<file path="src/rtl/bcd_digit_counter.sv">
// Two-digit BCD up/down counter with prescaled auto-count, manual step and checked parallel load.
// Optional STEP_SYNC_EN: step goes through a 2-flop synchronizer and a rising-edge detector.
module bcd_digit_counter #(
  parameter int unsigned TICK_DIV  = 50_000_000,
  parameter int unsigned MAX_COUNT = 59
) (
  input  logic       clk,
  input  logic       reset,
  input  logic       enable,
  input  logic       up,
  input  logic       load,
  input  logic [7:0] load_val,
  input  logic       step,
  output logic [3:0] ones,
  output logic [3:0] tens,
  output logic       tick,
  output logic       wrap,
  output logic       load_err
);

  localparam int unsigned PW = (TICK_DIV > 2) ? $clog2(TICK_DIV) : 1;
  localparam logic [PW-1:0] PRESC_LAST = PW'(TICK_DIV - 1);
  localparam logic [3:0] MAX_T = 4'(MAX_COUNT / 10);
  localparam logic [3:0] MAX_O = 4'(MAX_COUNT % 10);

  logic [PW-1:0] presc;
  logic [PW-1:0] presc_nxt;
  logic          tick_i;
  logic          step_evt;
  logic          count_evt;
  logic          load_ok;
  logic [3:0]    ld_ones;
  logic [3:0]    ld_tens;
  logic [3:0]    ones_nxt;
  logic [3:0]    tens_nxt;
  logic          wrap_nxt;

`ifdef STEP_SYNC_EN
  logic s1, s2, s3;

  always_ff @(posedge clk) begin
    if (reset) begin
      s1 <= 1'b0;
      s2 <= 1'b0;
      s3 <= 1'b0;
    end else begin
      s1 <= step;
      s2 <= s1;
      s3 <= s2;
    end
  end

  assign step_evt = s2 & ~s3;
`else
  assign step_evt = step;
`endif

  assign ld_ones = load_val[3:0];
  assign ld_tens = load_val[7:4];

  always_comb begin
    tick_i    = 1'b0;
    presc_nxt = presc;
    if (enable) begin
      if (presc == PRESC_LAST) begin
        tick_i    = 1'b1;
        presc_nxt = '0;
      end else begin
        presc_nxt = presc + PW'(1);
      end
    end
  end

  // A simultaneous tick and step merge into a single count.
  assign count_evt = tick_i | step_evt;

  always_comb begin
    load_ok = 1'b1;
    if (ld_ones > 4'd9 || ld_tens > 4'd9)
      load_ok = 1'b0;
    else if (ld_tens > MAX_T || (ld_tens == MAX_T && ld_ones > MAX_O))
      load_ok = 1'b0;
  end

  // Digit-wise BCD step; no binary intermediate.
  always_comb begin
    ones_nxt = ones;
    tens_nxt = tens;
    wrap_nxt = 1'b0;
    if (up) begin
      if (tens == MAX_T && ones == MAX_O) begin
        ones_nxt = '0;
        tens_nxt = '0;
        wrap_nxt = 1'b1;
      end else if (ones == 4'd9) begin
        ones_nxt = '0;
        tens_nxt = tens + 4'd1;
      end else begin
        ones_nxt = ones + 4'd1;
      end
    end else begin
      if (tens == 4'd0 && ones == 4'd0) begin
        ones_nxt = MAX_O;
        tens_nxt = MAX_T;
        wrap_nxt = 1'b1;
      end else if (ones == 4'd0) begin
        ones_nxt = 4'd9;
        tens_nxt = tens - 4'd1;
      end else begin
        ones_nxt = ones - 4'd1;
      end
    end
  end

  always_ff @(posedge clk) begin
    if (reset) begin
      ones     <= '0;
      tens     <= '0;
      presc    <= '0;
      tick     <= 1'b0;
      wrap     <= 1'b0;
      load_err <= 1'b0;
    end else begin
      tick     <= 1'b0;
      wrap     <= 1'b0;
      load_err <= 1'b0;
      if (load) begin
        // Load pre-empts any count this cycle; a rejected load also holds the prescaler.
        if (load_ok) begin
          ones  <= ld_ones;
          tens  <= ld_tens;
          presc <= '0;
        end else begin
          load_err <= 1'b1;
        end
      end else begin
        presc <= presc_nxt;
        if (count_evt) begin
          ones <= ones_nxt;
          tens <= tens_nxt;
          tick <= 1'b1;
          wrap <= wrap_nxt;
        end
      end
    end
  end

endmodule

</file>
<file path="config.mk">
export PLATFORM = sky130hd
export DESIGN_NAME = bcd_digit_counter
export DESIGN_NICKNAME = d
export VERILOG_FILES = /design/src/rtl/bcd_digit_counter.sv
export SDC_FILE = /design/constraint.sdc
export NUM_CORES = 1
export LEC_CHECK = 0
export CORE_UTILIZATION = 54
export DETAILED_ROUTE_END_ITERATION = 8
export GPL_TIMING_DRIVEN = 0
export PLACE_DENSITY = 0.77
export SLEW_MARGIN = 20
export SYNTH_ARGS = -nofsm -noshare
export SYNTH_HDL_FRONTEND = slang
export SYNTH_SLANG_ARGS = --single-unit
</file>
<file path="constraint.sdc">
create_clock -name clk -period 2.28 [get_ports clk]
set_input_delay 0.342 -clock clk [delete_from_list [all_inputs] [get_ports clk]]
set_output_delay 0.342 -clock clk [all_outputs]
set_load 0.01 [all_outputs]
</file>
### Word-level counts from Yosys, hierarchy flattened

Index checks and enable logic that the tools add are counted.

| word-level totals | value |
|---|---|
| register bits | 37 |
| input bits | 14 |
| output and inout port bits | 11 |
| logic and storage cells | 68 |

| cells by class | value |
|---|---|
| add/sub/neg operators | 5 |
| $lt $le $gt $ge | 3 |
| eq/ne operators | 6 |
| muxes and demuxes | 29 |
| bitwise logic cells | 3 |
| reduce and logical (&&, ||, !) cells | 16 |

Operators by type and width:

| cell | count |
|---|---|
| $mux 26 | 4 |
| $mux 4 | 16 |
| $add 26x1->26 const B | 1 |
| $eq 26x26->1 const B | 1 |
| $mux 1 | 9 |
| $add 4x1->4 const B | 2 |
| $eq 4x3->1 const B | 2 |
| $gt 4x4->1 const B | 2 |
| $logic_not 4->1 | 2 |
| $sub 4x1->4 const B | 2 |
| $eq 4x4->1 const B | 1 |
| $gt 4x3->1 const B | 1 |
| $ne 4x1->1 const B | 1 |
| $reduce_and 2->1 | 2 |
| $reduce_and 4->1 | 1 |
| $reduce_bool 2->1 | 2 |
| $reduce_bool 4->1 | 1 |
| $reduce_or 2->1 | 2 |
| $logic_and 1x1->1 | 3 |
| $reduce_or 3->1 | 1 |
| $logic_or 1x1->1 | 2 |
| $ne 2x1->1 const B | 1 |
| $not 1->1 | 2 |
| $or 1x1->1 | 1 |

### Depth between registers and ports, before layout

| depth | value |
|---|---|
| depth after elaboration | 7 |
| mapped depth | 8 |

### Least setup slack after synthesis

Ideal clock, no wire load.

| path | value |
|---|---|
| path kind | register to register |
| from | register ones[0] |
| to | register tens[2] |
| library setup time | 0.122 ns |
| data arrival time | 1.878 ns |
| data required time | 2.158 ns |
| path slack | 0.281 ns |
| stages on the path, launching flop included | 8 |
| path buffers | 0 |
| period minus slack after synthesis | 1.999 ns |
| cells stage by stage | dfxtp_1 -> inv_1 -> ha_1 -> or3b_1 -> a21oi_1 -> and4_1 -> nor2_1 -> o311a_1 |

| between the ends | value |
|---|---|
| cells in the longest elaborated chain, start to end | 6 |
| elaborated cells on any way between the ends | 12 |
| those cells by class | eq/ne (2); mux (5); reduce/logical (5) |

Ends and longest elaborated chain:

| element | line | text |
|---|---|---|
| start: declaration | 14 | `output logic [3:0] ones,` |
| start signal: assignment | 130 | `ones <= ld_ones;` |
| start signal: assignment | 139 | `ones <= ones_nxt;` |
| $eq 4x4->1 / $logic_not 4->1 (equally long branches) | -- |  |
| $logic_and 1x1->1, on equally long branches | 91, 102 |  |
| $mux 4, on equally long branches | 91, 102 |  |
| $mux 4 | 90 | `if (up) begin` |
| $mux 4 | 138 | `if (count_evt) begin` |
| $mux 4 | 127 | `if (load) begin` |
| end signal: assignment | 131 | `tens <= ld_tens;` |
| end signal: assignment | 140 | `tens <= tens_nxt;` |
| end: declaration | 15 | `output logic [3:0] tens,` |

Several ways; a longest one is shown, not always the timed one. The select of a mux whose other input is x is not followed.
A chain may end at the register's enable or synchronous reset.

### Worst setup path after layout

| path | value |
|---|---|
| from | register ones[1] |
| to | register tens[2] |

The elaborated chain is that of the path after synthesis.

==> impl_metrics.sql <==
INSERT INTO impl_metrics (metric_group, metric, value, unit) VALUES
('route', 'via_count', '2067', ''),
('yosys', 'postSynthAreaPerCell', '8.36', 'um2'),
('cts', 'clockRootBuffer', 'sky130_fd_sc_hd__clkbuf_8', ''),
('die', 'floorplan.initialDensity', '0.564', ''),
('cts', 'tritoncts', 'built', ''),
('yosys', 'async_flop_share', '0', ''),
('final_layout', 'fill_cells', '360', ''),
('sta', 'worst_slew_pin_slew', '0.726', 'ns'),
('cts', 'h_tree_depth', '2', ''),
('yosys', 'synth-edff-count', '0', ''),
('global_route', 'grt_pass1_wl', '8470', 'um'),
('route', 'routedWlPerCell', '14.4', 'um'),
('yosys', 'postSynthCellCount', '272', ''),
('yosys', 'postSynthRegisterBits', '37', ''),
('final_layout', 'finalNetCount', '323', ''),
('yosys', 'synth_sequential_area_ratio', '0.326', ''),
('setup_path', 'crit_path_max_fanout', '8', ''),
('cts', 'clock_path_buffers', '2', ''),
('sta', 'timing_hold_violations_final', '0', ''),
('setup_path', 'crit_path_start_kind', 'register', ''),
('route', 'drtAntennaViolNets', '0', ''),
('route', 'drc_marker_count_from_the_first_detailed_route_iteration', '172', ''),
('yosys', 'yosysTopAreaCell', 'sky130_fd_sc_hd__dfxtp_1', ''),
('yosys', 'synthMuxAreaShare', '0.0226', ''),
('yosys', 'synthXorXnorAreaFrac', '0.0693', ''),
('sta', 'slew_viol_final', '0', ''),
('sta', 'final_min_period_over_clock_period', '0.952', ''),
('route', 'drcViolationCount', '0', ''),
('cts', 'hold_buffers', '0', ''),
('global_route', 'grt_overflow', '0', ''),
('final_layout', 'area_growth', '17.7', '%'),
('yosys', 'synth-compound-area-share', '0.162', ''),
('yosys', 'synth.yosys.warnings', '0', ''),
('sta', 'rsz0062_at_grt', 'no', ''),
('setup_path', 'cp_data_arrival_time', '2.35', 'ns'),
('power', 'vdd_drop_max', '0.000425', 'V'),
('die', 'die_area', '4470', 'um2'),
('setup_path', 'worst-r2r-setup-slack', '0.11', 'ns'),
('die', 'die-height', '66.9', 'um'),
('place', 'place_worst_setup_slack', '-0.117', 'ns'),
('sta', 'final.setup.worst_slack', '0.110', 'ns'),
('route', 'dr.pass1.iters', '4', ''),
('sta', 'final_period_minus_worst_setup_slack', '2.17', 'ns'),
('sta', 'fmax', '461', 'MHz'),
('cts', 'cts_sinks', '37', ''),
('die', 'io_pins', '25', ''),
('route', 'vias_per_cell', '5.87', ''),
('power', 'overall_power_after_layout', '1.46', 'mW'),
('power', 'cellLeakagePower', '0.966', 'nW'),
('global_route', 'via_count_of_the_first_global_routing_pass', '1854', ''),
('setup_path', 'crit_required', '2.46', 'ns'),
('die', 'dieWidth', '66.9', 'um'),
('job', 'maxCapViolCount', '0', ''),
('sta', 'fin_worst_skew', '0.0102', 'ns'),
('global_route', 'grt_max_degree', '12', ''),
('yosys', 'synth_simple_gate_area_frac', '0.327', ''),
('cts', 'clock_latency', '0.30', 'ns'),
('place', 'routabilityCongestion', '0.804', ''),
('setup_path', 'crit_path_end_kind', 'register', ''),
('die', 'design.core.area', '4030', 'um2'),
('place', 'dpl.hpwl', '3730', 'um'),
('sta', 'worst_slew_margin_rel', '0.514', ''),
('hold_path', 'hold_path_class', 'reg -> reg', ''),
('yosys', 'synth.area.top_cells', 'sky130_fd_sc_hd__dfxtp_1 33%, sky130_fd_sc_hd__nor2_1 5.3%, sky130_fd_sc_hd__nand3_1 4.8%', ''),
('route', 'wl', '5090', 'um'),
('yosys', 'net_count_after_synthesis', '293', ''),
('sta', 'setup_viols_final', '0', ''),
('die', 'rows', '23', ''),
('yosys', 'synth-main-ff-cell', 'sky130_fd_sc_hd__dfxtp_1', ''),
('run_status', 'outcome', 'finished clean', ''),
('yosys', 'main_combinational_cell_family_by_area_after_synthesis', 'simple AND/OR/NAND/NOR gates', ''),
('global_route', 'gr-usage-all-layers', '0.250', ''),
('cts', 'cts-buffers-inserted', '5', ''),
('cts', 'clk_transition_reported_paths', '0.07', 'ns'),
('power', 'powerDensity', '546', 'nW/um2'),
('place', 'io_buffers', '23', ''),
('yosys', 'netlist_cell_types', '64', ''),
('global_route', 'antenna_found_initial', '0', ''),
('yosys', 'yosys.area_share.adder', '0.0385', ''),
('yosys', 'syn_area', '2270', 'um2'),
('setup_path', 'path_class', 'reg -> reg', ''),
('final_layout', 'n_antenna_cell', '0', ''),
('yosys', 'synth_top_area_share', '0.326', ''),
('final_layout', 'post_route_cells_drive_above_1_share', '0.0960', '');
## routing by layer
| metal | global-route usage | up-vias | wire length, um |
|---|---|---|---|
| met1 | 0.356 | 952 | 2610 |
| met3 | 0.0582 | 5 | 243 |
| met4 | 0.0745 | 0 | 51 |
| met5 | 0 | - | 0 |
| li1 | - | 1069 | - |
| met2 | 0.366 | 41 | 2180 |
## through the flow
stage	cells	area [um2]	utilization	setup TNS (ns)	hold slack, ns
after floorplan	272	2270	-	0	0.422
after global placement	345	2570	0.637	-1.36	0.469
after detailed placement	345	2570	0.637	-1.92	0.476
after CTS	352	2670	0.663	0	0.488
after global routing	352	2680	0.664	0	0.543
final	352	2680	0.664	0	0.487
## flip-flops by register name, indices dropped and copies added (netlist names)
name	flops
load_err	1
ones	4
presc	26
tens	4
tick	1
wrap	1
## power breakdown
group | switching, mW | total [mW] | internal, mW
logic | 0.123 | 0.232 | 0.109
registers | 0.0189 | 0.679 | 0.660
clock network | 0.232 | 0.550 | 0.318
## cells in the mapped netlist, drive strengths merged, types with 2 or more instances
cell     instances
a21oi           11
a221oi           2
a311oi           2
nor2b            2
nand3           25
nand4           15
o211ai           3
nor3             7
dfxtp           37
nand4bb          2
xnor2            8
nor2            32
nand2            9
xor2            10
or3b             2
inv             16
a22o             2
a211oi           2
or2              3
nor4             3
ha               7
and4             4
mux2i            4
nand2b           3
or3              5
and3             4
a31oi            4
o21ai           11
clkbuf          13
## final timing paths
| check | to | cells past startpoint | startpoint |
|---|---|---|---|
| max reg2reg | tens[2]$_SDFFE_PP0P_ | 7 | ones[1]$_SDFFE_PP0P_ |
| min reg2reg | presc[25]$_SDFFE_PP0P_ | 2 | presc[25]$_SDFFE_PP0P_ |
| min | presc[25]$_SDFFE_PP0P_ | 2 | presc[25]$_SDFFE_PP0P_ |
| max | tens[2]$_SDFFE_PP0P_ | 7 | ones[1]$_SDFFE_PP0P_ |
## layout make-up
class / instances / area [um2] / area share
buffer: 13 / 63.8 / 0.0239
inverter: 16 / 60.1 / 0.0225
clock buffer: 5 / 68.8 / 0.0257
tap: 50 / 62.6 / 0.0234
multi-input combinational: 206 / 1410 / 0.528
sequential: 37 / 742 / 0.277
timing repair buffer: 23 / 230 / 0.0861
clock inverter: 2 / 35.0 / 0.0131
## worst max-delay path, stage by stage (launching register included)
cell	delay (ns)
sky130_fd_sc_hd__dfxtp_1	0.37
sky130_fd_sc_hd__inv_1	0.10
sky130_fd_sc_hd__ha_2	0.25
sky130_fd_sc_hd__or3b_1	0.36
sky130_fd_sc_hd__a21oi_1	0.20
sky130_fd_sc_hd__and4_1	0.30
sky130_fd_sc_hd__nor2_1	0.13
sky130_fd_sc_hd__o311a_1	0.36
## kinds of logic after synthesis
| family | Yosys count |
|---|---|
| compound gates | 53 |
| xor+xnor | 18 |
| simple gates | 123 |
| mux | 5 |
| buf+inv | 29 |
| flops | 37 |
| fa+ha+maj | 7 |
## cells in the final DEF (no fill, tap or decap), drive strengths merged, types with 2 or more instances in the layout
cell type / instances
a211oi: 2
a21oi: 11
a221oi: 2
a22o: 2
a311oi: 2
a31oi: 4
and3: 4
and4: 4
clkbuf: 18
clkdlybuf4s50: 23
dfxtp: 37
ha: 7
inv: 16
mux2i: 4
nand2: 9
nand2b: 3
nand3: 25
nand4: 15
nand4bb: 2
nor2: 32
nor2b: 2
nor3: 7
nor4: 3
o211ai: 3
o21ai: 11
or2: 3
or3: 5
or3b: 2
xnor2: 8
xor2: 10
## timing repair
| item | 4_1_cts | 5_1_grt |
|---|---|---|
| setup endpoints to repair | 0 | 21 |
| gates resized for setup | 0 | 5 |
| setup buffers | 0 | 0 |
Power figures use the tool's default switching activity.
